[src/rtl/dmem_wbuf.sv]
// Posted-store write buffer between the core data port and dmem, with store-to-load forwarding.
// Define WBUF_FWD_EN to forward load hits from the buffer; otherwise load hits stall until drained.
module dmem_wbuf #(
   parameter int DEPTH = 4,
   parameter int AW    = 32,
   parameter int DW    = 32
) (
   input  logic          clk,
   input  logic          reset,
   input  logic          cpu_we,
   input  logic          cpu_re,
   input  logic [AW-1:0] cpu_addr,
   input  logic [DW-1:0] cpu_wdata,
   output logic [DW-1:0] cpu_rdata,
   output logic          stall,
   output logic          mem_we,
   output logic [AW-1:0] mem_addr,
   output logic [DW-1:0] mem_wdata,
   input  logic          mem_ready,
   input  logic [DW-1:0] mem_rdata,
   output logic          wb_empty
);

   localparam int            PW      = $clog2(DEPTH);
   localparam int            IW      = AW - 2;
   localparam logic [PW:0]   C_DEPTH = (PW+1)'(DEPTH);

   logic [IW-1:0]    r_addr [DEPTH];
   logic [DW-1:0]    r_data [DEPTH];
   logic [PW-1:0]    r_head;
   logic [PW-1:0]    r_tail;
   logic [PW:0]      r_count;

   logic             w_full;
   logic             w_load;
   logic             w_hit;
   logic             w_fwd;
   logic             w_ld_stall;
   logic             w_load_owns;
   logic             w_push;
   logic             w_pop;
   logic [DEPTH-1:0] w_match;

   assign w_full = (r_count == C_DEPTH);
   assign w_load = cpu_re & ~cpu_we;

   // A slot is live when its distance from head is below the occupancy.
   genvar gi;
   generate
      for (gi = 0; gi < DEPTH; gi++) begin : g_match
         logic [PW-1:0] w_age;
         assign w_age       = PW'(gi) - r_head;
         assign w_match[gi] = ({1'b0, w_age} < r_count) &&
                              (r_addr[gi] == cpu_addr[AW-1:2]);
      end
   endgenerate

   assign w_hit = |w_match;

`ifdef WBUF_FWD_EN
   logic [DW-1:0] w_fwd_data;

   // Scan oldest to youngest so the youngest matching store wins.
   always_comb begin
      logic [PW-1:0] idx;
      w_fwd_data = '0;
      idx        = '0;
      for (int k = 0; k < DEPTH; k++) begin
         idx = r_head + PW'(k);
         if (w_match[idx]) begin
            w_fwd_data = r_data[idx];
         end
      end
   end

   assign w_fwd      = w_load & w_hit;
   assign w_ld_stall = 1'b0;
   assign cpu_rdata  = w_fwd ? w_fwd_data : mem_rdata;
`else
   assign w_fwd      = 1'b0;
   assign w_ld_stall = w_load & w_hit;
   assign cpu_rdata  = mem_rdata;
`endif

   assign w_load_owns = w_load & ~w_fwd & ~w_ld_stall;
   // A pop in this cycle never frees a slot for this cycle's push.
   assign w_push      = cpu_we & ~w_full;
   assign w_pop       = (r_count != '0) & mem_ready & ~w_load_owns;

   assign stall     = (cpu_we & w_full) | w_ld_stall;
   assign mem_we    = w_pop;
   assign mem_addr  = w_pop ? {r_addr[r_head], 2'b00} : cpu_addr;
   assign mem_wdata = r_data[r_head];
   assign wb_empty  = (r_count == '0);

   always_ff @(posedge clk) begin
      if (w_push) begin
         r_addr[r_tail] <= cpu_addr[AW-1:2];
         r_data[r_tail] <= cpu_wdata;
      end
   end

   always_ff @(posedge clk or negedge reset) begin
      if (!reset) begin
         r_head  <= '0;
         r_tail  <= '0;
         r_count <= '0;
      end else begin
         if (w_push) begin
            r_tail <= r_tail + PW'(1);
         end
         if (w_pop) begin
            r_head <= r_head + PW'(1);
         end
         case ({w_push, w_pop})
            2'b10:   r_count <= r_count + (PW+1)'(1);
            2'b01:   r_count <= r_count - (PW+1)'(1);
            default: r_count <= r_count;
         endcase
      end
   end

endmodule

[config.mk]
export PLATFORM = sky130hd
export DESIGN_NAME = dmem_wbuf
export DESIGN_NICKNAME = d
export VERILOG_FILES = /design/src/rtl/dmem_wbuf.sv
export SDC_FILE = /design/constraint.sdc
export NUM_CORES = 1
export LEC_CHECK = 0
export ABC_CLOCK_PERIOD_IN_PS = 3600
export BUFFER_PORTS_ARGS = -buffer_cell sky130_fd_sc_hd__buf_2
export CAP_MARGIN = 20
export CORE_MARGIN = 5
export CORE_UTILIZATION = 51
export DETAILED_ROUTE_END_ITERATION = 6
export PLACE_DENSITY = 0.83
export SYNTH_ARGS = -nofsm -noshare
export SYNTH_HDL_FRONTEND = slang
export SYNTH_SLANG_ARGS = --single-unit
[constraint.sdc]
create_clock -name clk -period 3.6 [get_ports clk]
set_input_delay 0.18 -clock clk [delete_from_list [all_inputs] [get_ports clk]]
set_output_delay 0.18 -clock clk [all_outputs]
set_load 0.005 [all_outputs]
Yosys cells after proc, flatten, opt, wreduce, memory -nomap -nowiden. Memory sizes are Yosys's and may differ from the RTL's. Index checks and enable logic that the tools add are counted.

Flip-flop bits (word level): 7. Bits in latches: 0. Bits in writable memories: 248. Memory bits (read-only): 0. Memories kept: 2.

Memory list: r_data (words 4, width 32, rd ports 1, clocked after memory_dff 0, wr ports 1, RTL line 29) `logic [DW-1:0] r_data [DEPTH];`; r_addr (words 4, width 30, rd ports 5, clocked after memory_dff 0, wr ports 1, RTL line 28) `logic [IW-1:0] r_addr [DEPTH];`.

Add/sub/neg operators: 8. Multipliers: 0. Div/mod/pow operators: 0. $lt $le $gt $ge: 4. Eq/ne operators: 7. Shifts and indexed selects: 0. Muxes and demuxes: 4. Bitwise logic cells: 12. Reduce and logical (&&, ||, !) cells: 8.

Operators by type and width (count): == test 30 bit (4); 2-to-1 mux 32 bit (1); < comparator 2 x 3 -> 1 bit (4); bitwise AND 1 bit (7); case mux 3 bit (2 select lines) (1); adder 2 x 1 -> 2 bit (second input constant) (2); logical AND 1 bit (4); NOT 1 bit (4); OR reduction 4 bit (1); subtractor 1 x 2 -> 2 bit (first input constant) (2); subtractor 2 bit (first input constant) (2); adder 3 x 1 -> 3 bit (second input constant) (1); == test 3 bit (second input constant) (1); zero test 3 bit (1); nonzero test 3 bit (1); subtractor 3 x 1 -> 3 bit (second input constant) (1); == test 2 x 1 -> 1 bit (second input constant) (1); == test 2 bit (second input constant) (1); 2-to-1 mux 1 bit (2); nonzero test 2 bit (1); OR 1 bit (1).

Depth between registers and ports, before layout.
Word-level depth: 11. Gate-level depth with buffers: 17.

Least setup slack after synthesis. Ideal clock, no wire load.

Path type: register to register. Start point: register r_head[1]. End point: register r_count[2]. Setup time: 0.134 ns. Data arrival time: 3.730 ns. Required time: 3.466 ns. Slack: -0.264 ns. Stages on the path, launching flop included: 17. Path buffers: 4. Clock period less this slack: 3.864 ns. Path through: dfrtp_1 > clkbuf_1 > buf_1 > buf_1 > xnor2_1 > ha_1 > inv_1 > o2111ai_1 > a2111oi_1 > nor4_1 > a21oi_4 > buf_6 > ha_1 > fa_1 > xnor2_1 > nor2_1 > xor2_1.

Cells in the longest elaborated chain, start to end: 11. Elaborated cells between the ends (all ways): 22. Those cells by class: add/sub: 4; order compare: 4; eq/ne: 2; mux: 1; bitwise: 5; reduce/logical: 6.

Ends and longest elaborated chain: from (decl) (RTL line 30) `logic [PW-1:0] r_head;`; from (signal assigned) (RTL line 113) `r_head <= r_head + PW'(1);`; subtractor 1 x 2 -> 2 bit or subtractor 2 bit (tied branches) (RTL line 52) `assign w_age = PW'(gi) - r_head;`; < comparator 2 x 3 -> 1 bit (RTL line 53) `assign w_match[gi] = ({1'b0, w_age} < r_count) &&`; logical AND 1 bit (RTL line 53); OR reduction 4 bit * (RTL line 58) `assign w_hit = |w_match;`; bitwise AND 1 bit * (RTL line 81) `assign w_ld_stall = w_load & w_hit;`; NOT 1 bit * (RTL line 85) `assign w_load_owns = w_load & ~w_fwd & ~w_ld_stall;`; bitwise AND 1 bit * (RTL line 85); NOT 1 bit * (RTL line 88) `assign w_pop = (r_count != '0) & mem_ready & ~w_load_owns;`; bitwise AND 1 bit * (RTL line 88); via mem_we (RTL line 16) `output logic mem_we,`; == test 2 x 1 -> 1 bit or == test 2 bit (tied branches) (RTL line 115) `case ({w_push, w_pop})`; case mux 3 bit (2 select lines) or nonzero test 2 bit (tied branches); to (signal assigned) (RTL line 116) `2'b10: r_count <= r_count + (PW+1)'(1);`; to (signal assigned) (RTL line 117) `2'b01: r_count <= r_count - (PW+1)'(1);`; to (signal assigned) (RTL line 118) `default: r_count <= r_count;`; to (decl) (RTL line 32) `logic [PW:0] r_count;`.

The timed path passes the listed nets; every way through them passes the cells marked *. A chain may end at the register's enable or synchronous reset.

==> impl_metrics.env <==
export IMPL_status="completed"
export IMPL_yosys_cell_types_count=33
export IMPL_ir_drop_v=0.000539
export IMPL_setup_violations_final=0
export IMPL_place_hpwl_mm=16.3
export IMPL_layoutNonFillerInstCount=1083
export IMPL_r2r_cells=9
export IMPL_synth_nets=754
export IMPL_synthArstFlopShare_pct=2.75
export IMPL_rr_endpoint="r_count[1]"
export IMPL_area_growth_pct=17.2
export IMPL_critPathMaxStageDelay_ps=450
export IMPL_rrSetupSlack_ps=550
export IMPL_rr_startpoint="r_addr[0][9]"
export IMPL_hp_start="cpu_addr[4]"
export IMPL_synthFlopType="edfxtp_1"
export IMPL_ys_ff_latch=255
export IMPL_clockBufferDepth=3
export IMPL_fp_dieW_microns=161
export IMPL_initial_utilization_pct=51.5
export IMPL_whs_endpoint="r_addr[0][2]"
export IMPL_crit_buf_inv=2
export IMPL_placed_area_sq_mm=0.0123
export IMPL_antennaDiodeCount=0
export IMPL_clock_sinks=255
export IMPL_grt_pass1_vias=6697
export IMPL_cp_start_kind="flop"
export IMPL_critical_path_cell_count=9
export IMPL_vias=6232
export IMPL_max_slew_margin_rel_pct=36.8
export IMPL_drc=0
export IMPL_track_usage_pct=20.1
export IMPL_netlist_instances=643
export IMPL_finalCoreUtilization_pct=60.3
export IMPL_finish_instance_area_sq_mm=0.0136
export IMPL_hold_path_class="in -> reg"
export IMPL_post_cts_buffers=0
export IMPL_syn_area_sq_mm=0.0116
export IMPL_post_drt_via_cell_ratio=5.75
export IMPL_clk_pin_slew_ps=60
export IMPL_fin_skew_ps=6.79
export IMPL_drt_wl_total_mm=25.8
export IMPL_antenna_found_initial=1
export IMPL_port_buffers=135
export IMPL_core_area_sq_mm=0.0225
export IMPL_cts_buffers=26
export IMPL_period_minus_slack_ps=3550
export IMPL_overflow=0
export IMPL_final_nets=893
export IMPL_fin_crit_sh_pct=98.5
export IMPL_rsz0062_at_grt="false"
export IMPL_avgSynthCellArea_sq_um=18.0
export IMPL_power_density_mw_per_mm2=725
export IMPL_worstPathArrival_ps=3370
export IMPL_io_pins=200
export IMPL_cpLargestDelayFamily="simple AND/OR/NAND/NOR gates"
export IMPL_htreeDepth=1
export IMPL_critPathMaxFanout=13
export IMPL_drtIter0Drc=554
export IMPL_wl_per_cell_microns=23.9
export IMPL_placed_cells=993
export IMPL_min_delay_path_depth=1
export IMPL_leakage_nw=4.78
export IMPL_yosysSeqAreaShare_pct=65.8
export IMPL_yosys_warnings=0
export IMPL_dr_pass1_iters=5
export IMPL_tightestPinTransition_ps=948
export IMPL_die_area_sq_mm=0.0258
export IMPL_crit_chain="xor2_1 > nor4_1 > nand4_1 > a2111oi_2 > nor4_2 > a21oi_4 > buf_4 > mux2_1 > buf_2"
export IMPL_required_ps=3420
export IMPL_die_h_microns=161
export IMPL_gp_congestion=0.836
export IMPL_worstSetupStartpoint="r_addr[0][9]"
export IMPL_critPathSlowestCell="nor4_1"
export IMPL_max_freq_ghz=0.282
export IMPL_grt_max_degree=63
export IMPL_critPathKind="reg -> out"
export IMPL_cap_violations=0
export IMPL_tns_ps=0
export IMPL_layout_drive_gt1_share_pct=33.2
export IMPL_final_antenna_net_count=0
export IMPL_grt_pass1_wl_mm=40.0
export IMPL_synth_edff_count=248
export IMPL_cts_tree="yes"
export IMPL_rows=55
export IMPL_endpoint_kind="output pin"
export IMPL_hold_viol=0
export IMPL_cts_root_buf="clkbuf_16"
export IMPL_drv_slew=0
export IMPL_clk_latency_ps=520
-- synth_stat cells, types with 2 or more instances --
cell,instances,share of area [%]
edfxtp_1,248,64
xor2_1,109,8.2
mux4_2,62,12
buf_2,34,1.5
buf_4,32,2.1
mux2_1,26,2.5
nor4_1,25,1.4
xnor2_1,18,1.4
inv_1,12,0.39
ha_1,9,0.97
clkbuf_1,8,0.26
dfrtp_1,7,1.5
mux2_2,5,0.49
nor3_1,5,0.22
and2_1,4,0.22
nand3_1,4,0.17
nand4_1,4,0.22
o2111ai_1,4,0.30
a21oi_1,3,0.13
buf_1,3,0.097
buf_6,3,0.29
nor2_1,3,0.097
nor2b_1,3,0.16
a2111oi_1,2,0.17
a2111oi_2,2,0.26
-- power breakdown --
group | switching [mW] | internal [mW] | leakage, nW
registers | 0.264 | 3.93 | 2.35
clock network | 1.05 | 1.49 | 0.402
logic | 1.64 | 1.45 | 2.02
total | 2.96 | 6.87 | 4.78
-- cell families after synthesis --
logic type / count (synthesis) / share of synthesized area (%)
XOR/XNOR: 127 / 9.61
AND/OR/NAND/NOR: 51 / 2.58
flip-flops: 255 / 65.8
multiplexers: 93 / 15.1
AO/OA/AOI/OAI: 15 / 1.18
adder cells (fa/ha/maj): 10 / 1.15
buffers and inverters: 92 / 4.58
-- flip-flops by register name (all words and copies together) (netlist names) --
register  count
r_data      128
r_addr      120
r_count       3
r_head        2
r_tail        2
-- worst register-to-register path, stage by stage (launching register included) --
cell and delay, ps:
edfxtp_1 420, xor2_1 170, nor4_1 450, nand4_1 230, a2111oi_2 450, nor4_2 120
a21oi_4 180, ha_1 230, fa_1 430, mux2_2 260
-- routing by layer --
metal | part of all wire (%) | GRT usage [%]
met2 | 48 | 32.1
met5 | 0.050 | 0
met3 | 7.6 | 4.16
met1 | 42 | 28.4
met4 | 2.4 | 5.51
-- placed cells by master (no fill, tap or decap), types with 5 or more instances in the layout --
| master | n |
|---|---|
| edfxtp_1 | 248 |
| buf_2 | 135 |
| xor2_1 | 109 |
| mux4_2 | 62 |
| dlygate4sd3_1 | 46 |
| clkbuf_16 | 27 |
| mux2_1 | 26 |
| nor4_1 | 20 |
| xnor2_1 | 18 |
| inv_1 | 12 |
| ha_1 | 9 |
| clkinv_2 | 8 |
| nor3_1 | 5 |
| nor4_2 | 5 |
| mux2_2 | 5 |
| clkinv_1 | 5 |
| buf_4 | 5 |
| dfrtp_1 | 5 |
-- area by class of cell --
| cell class | instances | area, sq um |
|---|---|---|
| Timing Repair Buffer | 191 | 1260 |
| Sequential cell | 255 | 7630 |
| Fill cell | 1568 | 8930 |
| Multi-Input combinational cell | 296 | 3470 |
| Clock inverter | 15 | 119 |
| Tap cell | 285 | 357 |
| Clock buffer | 29 | 683 |
| Inverter | 12 | 45.0 |
-- what timing repair did --
action,in CTS,in global routing
gates resized for setup,0,7
hold endpoints to repair,185,0
hold buffers,46,0
endpoints found under the setup margin,0,30
-- per-stage QoR --
stage	power, mW	hold slack, ps	setup slack (ps)
2_1_floorplan	6.19	-116	67.9
3_3_place_gp	7.25	24.5	648
3_5_place_dp	7.29	22.2	549
4_1_cts	9.87	3.37	56.9
5_1_grt	10.3	1.69	5.41
6_report	9.83	0.179	53.9
-- worst max path at each step --
stage	endpoint	slack, ps
3_3_place_gp	r_count[1]	650
4_1_cts	mem_addr[4]	60
2_1_floorplan	r_count[1]	70
3_5_place_dp	r_count[1]	550
5_1_grt	mem_addr[29]	5
6_report	mem_addr[26]	50
Note: power is estimated with default switching activity, not from simulation.
